File: src/rtl/riscv_axil_master.sv
// CPU load/store to AXI4-Lite master bridge, one transaction outstanding.
// Latency: request accepted at T, rsp_valid at T+3 with a zero-wait slave; req_ready only while idle.
module riscv_axil_master #(
    parameter int unsigned TIMEOUT_CYCLES = 1024
) (
    input  logic        clk,
    input  logic        rst,
    input  logic        req_valid,
    output logic        req_ready,
    input  logic        req_we,
    input  logic [31:0] req_addr,
    input  logic [31:0] req_wdata,
    input  logic [3:0]  req_wstrb,
    output logic        rsp_valid,
    output logic [31:0] rsp_rdata,
    output logic        rsp_err,
    output logic [31:0] M_AXI_AWADDR,
    output logic        M_AXI_AWVALID,
    input  logic        M_AXI_AWREADY,
    output logic [31:0] M_AXI_WDATA,
    output logic [3:0]  M_AXI_WSTRB,
    output logic        M_AXI_WVALID,
    input  logic        M_AXI_WREADY,
    input  logic [1:0]  M_AXI_BRESP,
    input  logic        M_AXI_BVALID,
    output logic        M_AXI_BREADY,
    output logic [31:0] M_AXI_ARADDR,
    output logic        M_AXI_ARVALID,
    input  logic        M_AXI_ARREADY,
    input  logic [31:0] M_AXI_RDATA,
    input  logic [1:0]  M_AXI_RRESP,
    input  logic        M_AXI_RVALID,
    output logic        M_AXI_RREADY
);

    typedef enum logic [2:0] {
        IDLE,
        WR_ADDR_DATA,
        WR_RESP,
        RD_ADDR,
        RD_DATA,
        RESP
    } state_t;

    state_t      state_q, state_d;
    logic [31:0] addr_q, addr_d;
    logic [31:0] wdata_q, wdata_d;
    logic [3:0]  wstrb_q, wstrb_d;
    logic        aw_done_q, aw_done_d;
    logic        w_done_q, w_done_d;
    logic [31:0] cnt_q, cnt_d;
    logic        rsp_valid_q, rsp_valid_d;
    logic        rsp_err_q, rsp_err_d;
    logic [31:0] rsp_rdata_q, rsp_rdata_d;
    logic        busy;
    logic        timeout_hit;
    logic        fire_timeout;
    logic        unused_resp_lsb;

    // Only the error bit of the response codes matters; OKAY and EXOKAY are both success.
    assign unused_resp_lsb = M_AXI_BRESP[0] ^ M_AXI_RRESP[0];

    assign busy        = (state_q != IDLE) && (state_q != RESP);
    assign timeout_hit = (TIMEOUT_CYCLES != 0) && (cnt_q >= TIMEOUT_CYCLES - 1);

    // All handshake outputs decode registered state, so none follows an AXI input combinationally.
    assign req_ready     = (state_q == IDLE);
    assign M_AXI_AWVALID = (state_q == WR_ADDR_DATA) && !aw_done_q;
    assign M_AXI_WVALID  = (state_q == WR_ADDR_DATA) && !w_done_q;
    assign M_AXI_BREADY  = (state_q == WR_RESP);
    assign M_AXI_ARVALID = (state_q == RD_ADDR);
    assign M_AXI_RREADY  = (state_q == RD_DATA);
    assign M_AXI_AWADDR  = addr_q;
    assign M_AXI_ARADDR  = addr_q;
    assign M_AXI_WDATA   = wdata_q;
    assign M_AXI_WSTRB   = wstrb_q;
    assign rsp_valid     = rsp_valid_q;
    assign rsp_err       = rsp_err_q;
    assign rsp_rdata     = rsp_rdata_q;

    always_comb begin
        state_d      = state_q;
        addr_d       = addr_q;
        wdata_d      = wdata_q;
        wstrb_d      = wstrb_q;
        aw_done_d    = aw_done_q;
        w_done_d     = w_done_q;
        cnt_d        = cnt_q;
        rsp_valid_d  = 1'b0;
        rsp_err_d    = rsp_err_q;
        rsp_rdata_d  = rsp_rdata_q;
        fire_timeout = 1'b0;

        if (busy && (cnt_q != 32'hFFFF_FFFF)) begin
            cnt_d = cnt_q + 32'd1;
        end

        case (state_q)
            IDLE: begin
                if (req_valid) begin
                    addr_d    = {req_addr[31:2], 2'b00};
                    wdata_d   = req_wdata;
                    wstrb_d   = req_wstrb;
                    aw_done_d = 1'b0;
                    w_done_d  = 1'b0;
                    cnt_d     = 32'd0;
                    state_d   = req_we ? WR_ADDR_DATA : RD_ADDR;
                end
            end
            WR_ADDR_DATA: begin
                aw_done_d = aw_done_q | M_AXI_AWREADY;
                w_done_d  = w_done_q | M_AXI_WREADY;
                if (aw_done_d && w_done_d) begin
                    state_d = WR_RESP;
                end else begin
                    fire_timeout = timeout_hit;
                end
            end
            WR_RESP: begin
                if (M_AXI_BVALID) begin
                    state_d     = RESP;
                    rsp_valid_d = 1'b1;
                    rsp_err_d   = M_AXI_BRESP[1];
                    rsp_rdata_d = 32'd0;
                end else begin
                    fire_timeout = timeout_hit;
                end
            end
            RD_ADDR: begin
                if (M_AXI_ARREADY) begin
                    state_d = RD_DATA;
                end else begin
                    fire_timeout = timeout_hit;
                end
            end
            RD_DATA: begin
                if (M_AXI_RVALID) begin
                    state_d     = RESP;
                    rsp_valid_d = 1'b1;
                    rsp_err_d   = M_AXI_RRESP[1];
                    rsp_rdata_d = M_AXI_RRESP[1] ? 32'd0 : M_AXI_RDATA;
                end else begin
                    fire_timeout = timeout_hit;
                end
            end
            RESP: begin
                state_d = IDLE;
            end
            default: begin
                state_d = IDLE;
            end
        endcase

        if (fire_timeout) begin
            state_d     = RESP;
            rsp_valid_d = 1'b1;
            rsp_err_d   = 1'b1;
            rsp_rdata_d = 32'd0;
        end
    end

    always_ff @(posedge clk) begin
        if (rst) begin
            state_q     <= IDLE;
            addr_q      <= 32'd0;
            wdata_q     <= 32'd0;
            wstrb_q     <= 4'd0;
            aw_done_q   <= 1'b0;
            w_done_q    <= 1'b0;
            cnt_q       <= 32'd0;
            rsp_valid_q <= 1'b0;
            rsp_err_q   <= 1'b0;
            rsp_rdata_q <= 32'd0;
        end else begin
            state_q     <= state_d;
            addr_q      <= addr_d;
            wdata_q     <= wdata_d;
            wstrb_q     <= wstrb_d;
            aw_done_q   <= aw_done_d;
            w_done_q    <= w_done_d;
            cnt_q       <= cnt_d;
            rsp_valid_q <= rsp_valid_d;
            rsp_err_q   <= rsp_err_d;
            rsp_rdata_q <= rsp_rdata_d;
        end
    end

endmodule

File: config.mk
export PLATFORM = sky130hd
export DESIGN_NAME = riscv_axil_master
export DESIGN_NICKNAME = d
export VERILOG_FILES = /design/src/rtl/riscv_axil_master.sv
export SDC_FILE = /design/constraint.sdc
export NUM_CORES = 1
export LEC_CHECK = 0
export CAP_MARGIN = 20
export CORE_UTILIZATION = 39
export CTS_BUF_LIST = sky130_fd_sc_hd__clkbuf_4
export CTS_CLUSTER_SIZE = 28
export DETAILED_ROUTE_END_ITERATION = 10
export GPL_TIMING_DRIVEN = 0
export PLACE_DENSITY = 0.78
export SKIP_LAST_GASP = 1
export SLEW_MARGIN = 20
export SYNTH_ARGS = -nofsm -noshare
export SYNTH_HDL_FRONTEND = slang
export SYNTH_SLANG_ARGS = --single-unit
File: constraint.sdc
create_clock -name clk -period 2.4 [get_ports clk]
set_input_delay 0.48 -clock clk [delete_from_list [all_inputs] [get_ports clk]]
set_output_delay 0.48 -clock clk [all_outputs]
set_load 0.05 [all_outputs]
Yosys cells after proc, flatten, opt, wreduce, memory -nomap -nowiden
Cells that the tools add are included.
{ "totals": {"regBits": 137, "latch_bits": 0, "ramBits": 0, "romBits": 0, "input_bits": 113, "output_inout_bits": 140, "word_cells": 81, "n_memories": 0} }
{ "op_classes": {"add_sub_neg": 1, "n_mul": 0, "div": 0, "magnitude_cmp": 1, "n_eq_ne": 16, "shift": 0, "mux": 31, "n_bitwise": 2, "reduce_logical": 19} }
{ "op_table": {"columns": ["op", "count"], "rows": [
  ["$mux 32", 6],
  ["$pmux 32 s2", 1],
  ["$add 32x1->32 const B", 1],
  ["$ge 32x10->1 const B", 1],
  ["$ne 32x32->1 const B", 1],
  ["$mux 3", 6],
  ["$pmux 3 s5", 1],
  ["$ne 3x2->1 const B", 4],
  ["$mux 1", 11],
  ["$reduce_and 5->1", 2],
  ["$pmux 1 s2", 4],
  ["$eq 3x2->1 const B", 2],
  ["$ne 2x2->1 const B", 3],
  ["$reduce_and 3->1", 2],
  ["$reduce_bool 3->1", 2],
  ["$logic_and 1x1->1", 5],
  ["$ne 2x1->1 const B", 2],
  ["$pmux 1 s4", 1],
  ["$reduce_and 2->1", 2],
  ["$reduce_bool 2->1", 2],
  ["$eq 3x1->1 const B", 1],
  ["$eq 3x3->1 const B", 1],
  ["$logic_not 3->1", 1],
  ["$ne 3x1->1 const B", 1],
  ["5 further kinds", 7]
]} }

Depth between registers and ports, before layout
Gate-level depths: netlist of run 1.
{ "depth": {"word_depth": 6, "mapped_depth": 8, "depth_no_buf": 6} }

Least setup slack after synthesis of run 1
OpenSTA, ideal clock, no wires.
{ "synth_timing": {"path_type": "flip-flop to flip-flop", "startpoint": "register state_q[2]", "endpoint": "register addr_q[10], in the netlist M_AXI_ARADDR[10]", "setup_time_ns": 0.132, "arrival_ns": 2.593, "t_required_ns": 2.268, "setup_slack_ns": -0.326, "stages_incl_launch_ff": 8, "path_buffers": 3, "synth_period_minus_slack_ns": 2.726, "path_cell_list": "dfxtp_1 -> clkbuf_1 -> nor3_1 -> nand2_1 -> clkbuf_1 -> clkbuf_1 -> nand2_1 -> a21oi_1"} }
{ "synth_between": {"elab_chain_cells": 2} }
{ "synth_lines": {"columns": ["element", "line", "text"], "rows": [
  ["start: declaration", "45", "state_t state_q, state_d;"],
  ["start signal: assignment", "175", "state_q <= state_d;"],
  ["$logic_not 3->1", null, null],
  ["named net req_ready", "9", "output logic req_ready,"],
  ["$reduce_and 2->1 (no source line)", null, null],
  ["end signal: assignment", "176", "addr_q <= addr_d;"],
  ["end: declaration", "46", "logic [31:0] addr_q, addr_d;"]
]} }
The timed path passes the listed nets, and every way through them passes these cells.
A chain may end at the register's enable or synchronous reset.

Worst setup path in the final report of run 1
{ "layout_timing": {"startpoint": "register cnt_q[1]", "endpoint": "register cnt_q[20]"} }
{ "layout_between": {"elab_chain_cells": 5, "elab_cells_between_ends": 6, "classes_between": "add/sub: 1; eq/ne: 1; mux: 3; reduce/logical: 1"} }
{ "layout_lines": {"columns": ["element", "line", "text"], "rows": [
  ["start: declaration", "51", "logic [31:0] cnt_q, cnt_d;"],
  ["start signal: assignment", "181", "cnt_q <= cnt_d;"],
  ["branches (longest 2 deep; another with $add 32x1->32)", null, null],
  ["$mux 32 (*)", "94", "if (busy && (cnt_q != 32'hFFFF_FFFF)) begin"],
  ["$mux 32", "100", "if (req_valid) begin"],
  ["$mux 32 (*)", "98", "case (state_q)"]
]} }
Every way passes the cells marked *.

==> flow_summary.toml, run 1 <==
[outcome]
status = "finished clean"

[floorplan]
die_h_um = 124.4
num_rows = 44
ios = 253
core-area_um2 = 14590
die_w_um = 124.4
dieArea_um2 = 15480
floorplan.initialDensity = 0.4005

[cells_and_area]
fillers = 1296
regArea_um2 = 2751
final_cell_mix = "clkdlybuf4s50_1, nand2_1, dfxtp_1"
diodes = 0
drive_gt1_frac = 0.1122
final_util = 0.6184
finalNetCount = 1126
layout_commonest_cell = "clkdlybuf4s50_1"
area_delta_synth_final_pct = 54.41
multi_input_area_um2 = 2696

[route]
drc_errors = 0
finalWirelength_mm = 18.03
wl_per_cell_um = 14.91
drtPass1Iterations = 5
ant_nets = 0
vias = 6208
drtIter0Drc = 351
viasPerCell = 5.135

[hold_path]
min_path_type = "in2reg"
hp-start = "req_addr[20]"

[clock_tree]
cts.sinks = 137
insertion_delay_ns = 0.56
clkTransAtPathRegs_ns = 0.12
cts.htree.levels = 4
cts_tree = "yes"
cts_root_buf = "clkbuf_4"
cts_made_buffers = 17
cts_buffer_depth = 2

[synthesis]
synthTopCellsByArea = "dfxtp_1, nand2_1, a21oi_1, buf_4, nand3_1"
synth_top_area_frac = 0.4694
syn_area_um2 = 5843
ys_seq_area_frac = 0.4694
synth_top_area_cell = "dfxtp_1"
synth-main-ff-cell = "dfxtp_1"
async_flop_share = 0
synth_warnings = 0
avgSynthCellArea_um2 = 7.896
ys_types = 55
synth_edf_count = 0
synth_cells = 740
synth_seq_cells = 137

[power_and_ir_drop]
pwr-share-comb = 0.306
power.clock.fraction = 0.282
power.internal_uw = 3933
switchingPower_uw = 2118
vdd_drop_max_v = 0.0004626
seqPwrFrac = 0.413
powerDensity_nw_per_um2 = 670.6
sw_frac_of_total = 0.3500
p_leak_uw = 0.003555

[timing]
fin_crit_ns = 2.358
fmax_mhz = 424.2
finClkSkew_ns = 0.02304
maxSlewViolCount = 0
grt_setup_unrepaired = "yes"
slew_headroom = 0.5476
hold_viol_final = 0
fin_tns_setup_ns = 0
finalCritPeriodShare = 0.9823
setup_viol = 0
tightest_slew_ns = 0.6773

[global_routing]
grt_usage = 0.2271
antenna_found_initial = 0
grt_overflow = 0
grt_max_degree = 17
grt_pass1_wl_mm = 28.32
grt_pass1_vias = 5684

[worst_setup_path]
cp.arrival_ns = 2.86
cp_max_fo = 9
path_common_cell = "or4_1"
cp_num_buf_inv = 2
end_kind = "register"
r2r-start = "cnt_q[1]$_SDFF_PP0_"
crit_chain = "ha_4, inv_1, or4_4, or4_1, buf_4, or4_1, nand2_1"
critical-path-top-delay-family = "simple AND/OR/NAND/NOR gates"
critPathLaunch = "cnt_q[1]$_SDFF_PP0_"
start_kind = "register"
cp.required_ns = 2.90
cp_slowest_cell = "or4_4"
crit_type = "reg2reg"
slowest_delay_ns = 0.53

[placed_design]
hpwl_mm = 13.35
io_buffers = 244
place_congestion = 0.8482

[job]
cap_violations = 0
state kept, by name (all words and copies together), names as in the netlist:
name / count
rsp_rdata: 32
aw_done_q: 1
w_done_q: 1
rsp_err: 1
M_AXI_ARADDR: 30
M_AXI_WDATA: 32
M_AXI_WSTRB: 4
cnt_q: 32
state_q: 3
rsp_valid: 1
worst paths after layout:
check	to	slack (ns)	cells after the start
worst max-delay path	cnt_q[20]$_SDFF_PP0_	0.04	7
worst min register to register	rsp_rdata[3]$_SDFFE_PP0P_	0.46	2
worst min-delay path	M_AXI_ARADDR[20]$_SDFFE_PP0P_	0.45	3
worst max register to register	cnt_q[20]$_SDFF_PP0_	0.04	7
cells in the mapped netlist, types with 2 or more instances:
library cell	number
or4_1	8
or4b_2	2
nor2_1	17
a21o_1	3
nand3_1	45
o31ai_1	4
buf_4	34
nand2_1	188
a31oi_1	4
nor2b_1	5
buf_1	3
buf_2	5
and2_1	2
a31o_2	2
clkbuf_1	38
nand3b_1	2
dfxtp_1	137
or3_2	2
o21ai_0	14
a21oi_1	125
a22oi_1	2
a2111o_1	2
nor3_1	6
o21a_1	2
inv_1	7
or3_1	12
buf_6	3
o41ai_1	2
or4_2	2
nor3b_1	3
or2_2	2
xnor2_1	3
nand2b_1	2
and4_1	3
nor4_1	9
o211ai_1	4
and3_1	5
nand4_1	14
metal layers:
metal | part of all wire | track usage
met5 | 0 | 0
met4 | 0.015 | 0.07371
met3 | 0.091 | 0.08892
met2 | 0.49 | 0.3815
met1 | 0.40 | 0.2630
cell families after synthesis:
| group | Yosys count | share of synthesized area |
|---|---|---|
| other cells | 1 | 0.0006418 |
| compound gates | 174 | 0.1683 |
| mux | 2 | 0.005567 |
| simple gates | 331 | 0.2634 |
| buf+inv | 90 | 0.08458 |
| flops | 137 | 0.4694 |
| xor+xnor | 4 | 0.005997 |
| fa+ha+maj | 1 | 0.002141 |
power by group through the flow:
stage               Sequential (uW)  Combinational [uW]  Clock [uW]
finish                         2500                1850        1700
global route                   2510                1960        1850
CTS                            2500                1840        1750
detailed placement             2540                1840           0
global placement               2540                1840           0
floorplan                      2910                 775           0
final cells by class:
cell class / instances / share of cell area
Multi-Input combinational cell: 516 / 0.2988
Clock inverter: 12 / 0.01928
Inverter: 7 / 0.002912
Clock buffer: 20 / 0.01664
Buffer: 83 / 0.05311
Timing Repair Buffer: 250 / 0.2787
Tap cell: 184 / 0.02552
Sequential cell: 137 / 0.3050
worst reg2reg max path, stage by stage, from the launching register on:
cell and delay, ns:
dfxtp_4 0.39, ha_4 0.16, inv_1 0.06, or4_4 0.53, or4_1 0.42, buf_4 0.18
or4_1 0.47, nand2_1 0.08
stage by stage:
stage	hold slack (ns)	power [uW]	cells	worst slack, ns	area (um^2)
after floorplan	0.4566	3688	743	0.06342	5864
after global placement	0.4376	4378	1171	-0.8173	8537
after detailed placement	0.4461	4386	1171	-0.8789	8537
after CTS	0.4060	6089	1203	-0.06833	8877
after global routing	0.4092	6324	1209	-0.03189	9022
final	0.4517	6050	1209	0.04238	9022
timing repair:
item                                    CTS  global route
pin swaps                                 1             3
buffers inserted                          0             6
hold buffers                              0             0
resized for setup                        40            43
endpoints found under the setup margin  104            67
endpoints found under the hold margin     0             0
cloned                                    0             0
No activity file was read; power rests on OpenSTA's default activity.
==> inputs of run 2 (changes only) <==
- CAP_MARGIN: 20 -> 0
==> results of run 2 <==
Final layout, timing and power as in run 1 (identical DEF).
